--- src/rtl/pr_dec_stream.sv ---
// pr_dec_stream: FIFO of 3-bit priority codes with a one-hot decode of the head entry.
// DEPTH (2, 4 or 8) sets the storage depth. Occupancy is tracked by a three-state FSM
// (EMPTY / PARTIAL / FULL) alongside an explicit count.
// Optional feature macro: PR_DEC_STICKY_MASK_EN accumulates popped one-hot bits into sticky_mask.
module pr_dec_stream #(
    parameter int DEPTH = 4
) (
    input  logic                       clk,
    input  logic                       rst,
    input  logic                       in_valid,
    input  logic [2:0]                 in_code,
    output logic                       in_ready,
    output logic                       out_valid,
    output logic [7:0]                 out_onehot,
    output logic [2:0]                 out_code,
    input  logic                       out_ready,
    output logic [$clog2(DEPTH):0]     count,
    output logic                       overflow,
    input  logic                       clr_sticky,
    output logic [7:0]                 sticky_mask
);

    localparam int PW = $clog2(DEPTH);
    localparam int CW = PW + 1;

    if (!(DEPTH == 2 || DEPTH == 4 || DEPTH == 8)) begin : g_bad_depth
        $error("pr_dec_stream: DEPTH must be 2, 4 or 8");
    end

    typedef enum logic [1:0] {
        EMPTY   = 2'd0,
        PARTIAL = 2'd1,
        FULL    = 2'd2
    } occ_t;

    occ_t            state, state_next;
    logic [2:0]      mem [DEPTH];
    logic [PW-1:0]   wr_ptr, rd_ptr;
    logic [CW-1:0]   count_q, count_next;
    logic            wr_en, rd_en;

    // Handshakes are formed only from registered state, so in_ready never depends on out_ready.
    assign wr_en = in_valid && in_ready;
    assign rd_en = out_valid && out_ready;
    assign count = count_q;

    // State register plus occupancy count and pointers; reset discards the stored codes.
    always_ff @(posedge clk) begin
        if (rst) begin
            state   <= EMPTY;
            count_q <= '0;
            wr_ptr  <= '0;
            rd_ptr  <= '0;
        end else begin
            state   <= state_next;
            count_q <= count_next;
            if (wr_en) wr_ptr <= wr_ptr + 1'b1;
            if (rd_en) rd_ptr <= rd_ptr + 1'b1;
        end
    end

    // Code storage; contents are left unreset since occupancy alone qualifies them.
    always_ff @(posedge clk) begin
        if (wr_en && !rst) begin
            mem[wr_ptr] <= in_code;
        end
    end

    // Next-state logic: count moves by the net of write and read, state follows the count.
    always_comb begin
        count_next = count_q;
        case ({wr_en, rd_en})
            2'b10:   count_next = count_q + 1'b1;
            2'b01:   count_next = count_q - 1'b1;
            default: count_next = count_q;
        endcase
        if (count_next == '0)
            state_next = EMPTY;
        else if (count_next == CW'(DEPTH))
            state_next = FULL;
        else
            state_next = PARTIAL;
    end

    // FSM outputs: flow-control flags decoded from the occupancy state.
    always_comb begin
        in_ready  = 1'b1;
        out_valid = 1'b0;
        case (state)
            EMPTY:   begin in_ready = 1'b1; out_valid = 1'b0; end
            PARTIAL: begin in_ready = 1'b1; out_valid = 1'b1; end
            FULL:    begin in_ready = 1'b0; out_valid = 1'b1; end
            default: begin in_ready = 1'b1; out_valid = 1'b0; end
        endcase
    end

    // Head decode: zeroed whenever nothing is stored.
    always_comb begin
        out_code   = 3'd0;
        out_onehot = 8'd0;
        if (out_valid) begin
            out_code   = mem[rd_ptr];
            out_onehot = 8'b1 << mem[rd_ptr];
        end
    end

    // Sticky overflow: any write attempt while full, held until reset.
    always_ff @(posedge clk) begin
        if (rst)
            overflow <= 1'b0;
        else if (in_valid && !in_ready)
            overflow <= 1'b1;
    end

`ifdef PR_DEC_STICKY_MASK_EN
    // Accumulate popped one-hot bits; a clear in the same cycle as a pop wins.
    always_ff @(posedge clk) begin
        if (rst)
            sticky_mask <= '0;
        else if (clr_sticky)
            sticky_mask <= '0;
        else if (rd_en)
            sticky_mask <= sticky_mask | out_onehot;
    end
`else
    logic unused_clr_sticky;
    assign unused_clr_sticky = clr_sticky;
    assign sticky_mask       = '0;
`endif

endmodule

--- config.mk ---
export PLATFORM = sky130hd
export DESIGN_NAME = pr_dec_stream
export DESIGN_NICKNAME = d
export VERILOG_FILES = /design/src/rtl/pr_dec_stream.sv
export SDC_FILE = /design/constraint.sdc
export NUM_CORES = 1
export LEC_CHECK = 0
export ABC_AREA = 1
export BUFFER_PORTS_ARGS = -buffer_cell sky130_fd_sc_hd__buf_2
export CAP_MARGIN = 20
export CORE_ASPECT_RATIO = 0.75
export CORE_UTILIZATION = 50
export CTS_CLUSTER_SIZE = 20
export DETAILED_ROUTE_END_ITERATION = 7
export GPL_TIMING_DRIVEN = 0
export HOLD_SLACK_MARGIN = 0.08
export PLACE_DENSITY = 0.76
export SYNTH_ARGS = -nofsm -noshare
export SYNTH_HDL_FRONTEND = slang
export SYNTH_SLANG_ARGS = --single-unit
--- constraint.sdc ---
create_clock -name clk -period 2.5 [get_ports clk]
set_input_delay 0.375 -clock clk [delete_from_list [all_inputs] [get_ports clk]]
set_output_delay 0.375 -clock clk [all_outputs]
set_load 0.005 [all_outputs]
==> flow_summary.toml, run 1 <==
[critical_path]
crit_buf_inv = 2
cp-startpoint = "state[0]$_SDFF_PP0_"
slowest_delay_ns = 0.38
crit_family = "adder cells"
crit_required_ns = 2.76
arrival_ns = 2.44
regToRegSetupSlack_ns = 0.32
reg2reg_from = "state[0]$_SDFF_PP0_"
cp-start-kind = "flip-flop"
slowest_stage = "fa_1"
end_kind = "flip-flop"
setup.worst_path.class = "flip-flop to flip-flop"
path_cells = "inv_1 > ha_1 > nor2_1 > ha_1 > inv_1 > fa_1 > nand2_1 > nand3_1 > nand2_1 > nand3_1 > nor2_1"
worstPathMaxFanout = 4

[power]
power_leakage_uw = 0.000697
clock_power_share_pct = 15.4
power.density_nw_per_um2 = 817
p_int_uw = 697
vdd_drop_max_uv = 410
switching_power_uw = 412
seqPwrFrac_pct = 45.7
power_frac_comb_pct = 38.9
power.share.switching_pct = 37.1

[cts]
clk_latency_ns = 0.32
post-cts-setup-buffers = 0
clock-root-buffer = "clkbuf_4"
numCtsBuffers = 3
cts_hold_buffers = 0
cts_tree = "done"
clkSinkCount = 24
clk_pin_slew_ns = 0.12
htree_num_levels = 1
cts_resized = 0
clk_path_buf_depth = 2

[cells_and_area]
syn2layout_area_growth_pct = 17.1
multi_input_area_um2 = 438
drive_gt1_share_pct = 23.2
antenna_cells = 0
post-route-util_pct = 64.5
layout.nets = 184
register_area_um2 = 601
layout_commonest_cell = "nand2_1"
fillers = 189
final_design_area_no_fill_um2 = 1360
final_cell_mix = "nand2_1 (25), nor2_1 (23), buf_2 (23)"

[floorplan]
fp.dieH_um = 43.7
core-area_um2 = 2100
core.rowCount = 14
die_x_um = 57.6
io_pins = 33
die_area_um2 = 2520
start_util_pct = 55.1

[place]
portBuffers = 23
dpl.hpwl_um = 1810
place_congestion = 0.759
preCtsSetupSlack_ns = 0.372
place_area_um2 = 1330

[sta]
period_share_pct = 87.1
finClkSkew_ns = 0.00368
setup_violations = 0
period_minus_slack_ns = 2.18
drv_slew = 0
fmax_mhz = 459
grt_setup_unrepaired = "no"
whs_ns = 0.268
layout_setup_ws_ns = 0.322
hold_viol_final = 0
fin_tns_setup_ns = 0

[yosys]
yosysSeqAreaShare_pct = 51.8
synth_area_um2 = 1160
ys_seq_elements = 24
avgSynthCellArea_um2 = 8.65
yosysUniqueCellTypes = 17
synth_cells = 134
yosysWarnings = 0

[global_route]
grt_pass1_wl_um = 3620
track_usage_pct = 19.6
grt.overflow.total = 0
grt_max_degree = 14
grt_pass1_vias = 816
antenna_found_initial = 0

[detailed_routing]
final_antenna_net_count = 0
drt_iter0_markers = 42
wire_per_inst_um = 11.1
routed_wl_um = 2120
drc = 5
post_drt_via_cell_ratio = 4.59
dr.pass1.iters = 6
vias = 882

[run_status]
status = "complete, but fails checks"
violations = "design-rule violations"

[flow_run]
drv_cap = 0

[worst_hold_path]
hp-start = "in_code[1]"
hold_class = "input port to flip-flop"
==> logic make-up (layout without fill, tap and decap cells) <==
group | Yosys count | count (layout) | share of synthesized area [%]
compound gates | 7 | 7 | 3.02
xor+xnor | 2 | 2 | 1.51
fa+ha+maj | 7 | 7 | 8.21
buf+inv | 31 | 58 | 12.6
flops | 24 | 24 | 51.8
other cells | 1 | 8 | 0.324
simple gates | 62 | 62 | 22.5
==> worst paths after layout <==
check / depth (start not counted) / to
setup / recovery: 11 / state[1]$_SDFF_PP0_
hold / removal: 1 / mem[2][1]$_DFFE_PP_
setup reg to reg: 11 / state[1]$_SDFF_PP0_
hold reg to reg: 2 / flip-flop
==> power by group through the flow <==
stage          clock [uW]  sequential, uW  combinational, uW
2_1_floorplan           0             511                292
3_3_place_gp            0             513                408
3_5_place_dp            0             517                430
4_1_cts               175             508                432
5_1_grt               189             515                506
6_report              171             507                431
==> registers in the layout, summed over array words and instances, names as in the netlist, named ones only <==
signal,flops
count,3
mem,12
overflow,1
rd_ptr,2
state,2
wr_ptr,2
==> worst reg2reg max path, delay by kind of cell, from the launching register on <==
kind          cells  cell delay, ns
simple gates      6            0.73
flops             1            0.33
buf+inv           2            0.12
fa+ha+maj         3            0.96
==> synth_stat cells, drive strengths merged <==
cell type | n | share of area, %
o21ai | 3 | 1.3
buf | 8 | 5.2
dfxtp | 12 | 21
nand4 | 1 | 0.54
nor2 | 23 | 7.5
nand3 | 10 | 4.8
xor2 | 2 | 1.5
edfxtp | 12 | 31
a21oi | 4 | 1.7
inv | 23 | 7.5
nand2 | 28 | 9.7
conb | 1 | 0.32
fa | 1 | 1.7
ha | 6 | 6.5
==> per-layer routing <==
layer | part of all wire (%) | vias to the layer above | GRT usage [%]
met5 | 0 | - | 0
met4 | 0.80 | 0 | 7.32
met3 | 6.4 | 2 | 2.69
met2 | 48 | 32 | 35.1
met1 | 45 | 378 | 24.3
li1 | - | 470 | -
==> metrics by stage <==
stage	total power (uW)	cells
floorplan	803	141
global placement	921	188
detailed placement	947	188
CTS	1110	192
global route	1210	192
finish	1110	192
==> final cells by class <==
class                   instances  area share (%)
clock inverters                 1           0.277
plain buffers                   8            4.43
multi-input cells              86            32.3
clock buffers                   3            1.66
flip-flops and latches         24            44.3
well taps                      24            2.21
repair buffers                 23            8.49
inverters                      23            6.37
Note: power is estimated with default switching activity, not from simulation.
==> inputs of run 2 (changes only) <==
--- a/config.mk
+++ b/config.mk
@@ -8,8 +8,11 @@
 export ABC_AREA = 1
 export BUFFER_PORTS_ARGS = -buffer_cell sky130_fd_sc_hd__buf_2
 export CAP_MARGIN = 20
+export CELL_PAD_IN_SITES_DETAIL_PLACEMENT = 1
+export CELL_PAD_IN_SITES_GLOBAL_PLACEMENT = 2
 export CORE_ASPECT_RATIO = 0.75
-export CORE_UTILIZATION = 50
+export CORE_MARGIN = 5
+export CORE_UTILIZATION = 29
 export CTS_CLUSTER_SIZE = 20
 export DETAILED_ROUTE_END_ITERATION = 7
 export GPL_TIMING_DRIVEN = 0
==> flow_summary.toml, run 2 (synthesis gave the netlist of run 1 again) <==
[run_status]
status = "finished clean"

[power]
power_leakage_uw = 0.000704
vdd_drop_max_uv = 264
power.total_uw = 1160
power.density_nw_per_um2 = 823

[detailed_routing]
final_antenna_net_count = 0
post_drt_via_cell_ratio = 4.05
vias = 892
drt_iter0_markers = 22
dr.pass1.iters = 4
drc = 0
wire_per_inst_um = 10.6
routed_wl_um = 2340

[sta]
fmax_mhz = 470
grt_setup_unrepaired = "no"
hold_viol_final = 0
setup_violations = 0
fin_tns_setup_ns = 0
period_minus_slack_ns = 2.13
drv_slew = 0
finClkSkew_ns = 0.00250
period_share_pct = 85.1

[cells_and_area]
largest_register = "mem"
largest_register_ffs = 12
antenna_cells = 0
final_cell_mix = "nand2_1 (25), nor2_1 (23), buf_2 (23)"
syn2layout_area_growth_pct = 21.7
layout_commonest_cell = "nand2_1"
drive_gt1_share_pct = 23.2
fillers = 483
layout.nets = 184

[critical_path]
worstPathMaxFanout = 4
arrival_ns = 2.32
setup.worst_path.class = "flip-flop to flip-flop"
end_kind = "flip-flop"
crit_required_ns = 2.70
cp-start-kind = "flip-flop"
cp-startpoint = "state[0]$_SDFF_PP0_"
reg2reg_from = "state[0]$_SDFF_PP0_"

[global_route]
track_usage_pct = 9.51
grt_pass1_vias = 905
grt.overflow.total = 0
antenna_found_initial = 0
grt_max_degree = 14
grt_pass1_wl_um = 4100

[cts]
clk_path_buf_depth = 2
cts_hold_buffers = 0
clk_pin_slew_ns = 0.08
clock-root-buffer = "clkbuf_8"
cts_resized = 0
numCtsBuffers = 3
cts_tree = "done"
clkSinkCount = 24
clk_latency_ns = 0.25
post-cts-setup-buffers = 0
htree_num_levels = 1

[floorplan]
core.rowCount = 19
die_area_um2 = 5370
die_x_um = 83.0
core-area_um2 = 3760
io_pins = 33
start_util_pct = 30.8
fp.dieH_um = 64.7

[worst_hold_path]
hp-start = "in_code[0]"
hold_class = "input port to flip-flop"

[place]
dpl.hpwl_um = 2060
place_congestion = 0.705
portBuffers = 23

[flow_run]
drv_cap = 0
run 2: final timing paths:
| kind | endpoint | cells after the start | slack, ns |
|---|---|---|---|
| worst min-delay path | mem[0][0]$_DFFE_PP_ | 1 | 0.33 |
| worst min register to register | overflow$_SDFFE_PP0P_ | 2 | 0.48 |
| worst max-delay path | state[1]$_SDFF_PP0_ | 10 | 0.37 |
| worst max register to register | state[1]$_SDFF_PP0_ | 10 | 0.37 |
run 2: per-stage QoR:
step	hold WS (ns)	setup slack, ns	std cells	area [um2]	util, %
4_1_cts	0.327	0.346	220	1410	37.5
3_3_place_gp	0.465	0.406	216	1370	36.3
3_5_place_dp	0.480	0.367	216	1370	36.3
5_1_grt	0.320	0.153	220	1410	37.5
6_report	0.335	0.373	220	1410	37.5
2_1_floorplan	0.444	0.610	141	1180	-
run 2: layout make-up:
| cell class | instances | area [um2] | share of cell area, % |
|---|---|---|---|
| Inverter | 23 | 86.3 | 6.12 |
| Sequential cell | 24 | 601 | 42.6 |
| Multi-Input combinational cell | 86 | 438 | 31.1 |
| Timing Repair Buffer | 23 | 115 | 8.16 |
| Clock buffer | 4 | 45.0 | 3.19 |
| Tap cell | 52 | 65.1 | 4.61 |
| Buffer | 8 | 60.1 | 4.26 |
run 2: report_power, final:
group / leakage (uW) / total [uW] / switching, uW / internal (uW)
Sequential: 0.000208 / 507 / 36.9 / 470
Clock: 0.0000228 / 220 / 107 / 113
Combinational: 0.000474 / 434 / 266 / 168
Total: 0.000704 / 1160 / 410 / 751
run 2: per-layer routing:
| metal | track usage [%] | part of all wire, % | vias to the layer above |
|---|---|---|---|
| li1 | - | - | 468 |
| met1 | 11.8 | 49 | 401 |
| met2 | 14.9 | 45 | 21 |
| met3 | 3.54 | 5.2 | 2 |
| met4 | 4.29 | 1.2 | 0 |
| met5 | 0 | 0 | - |
run 2: worst max-delay path, cell delays in order, from the launching register on:
cell     delay (ns)
dfxtp_1        0.31
inv_1          0.04
ha_1           0.33
nor2_1         0.25
ha_1           0.22
inv_1          0.07
fa_1           0.48
nand2_1        0.05
o21ai_0        0.13
nand2_1        0.09
nor2_1         0.10
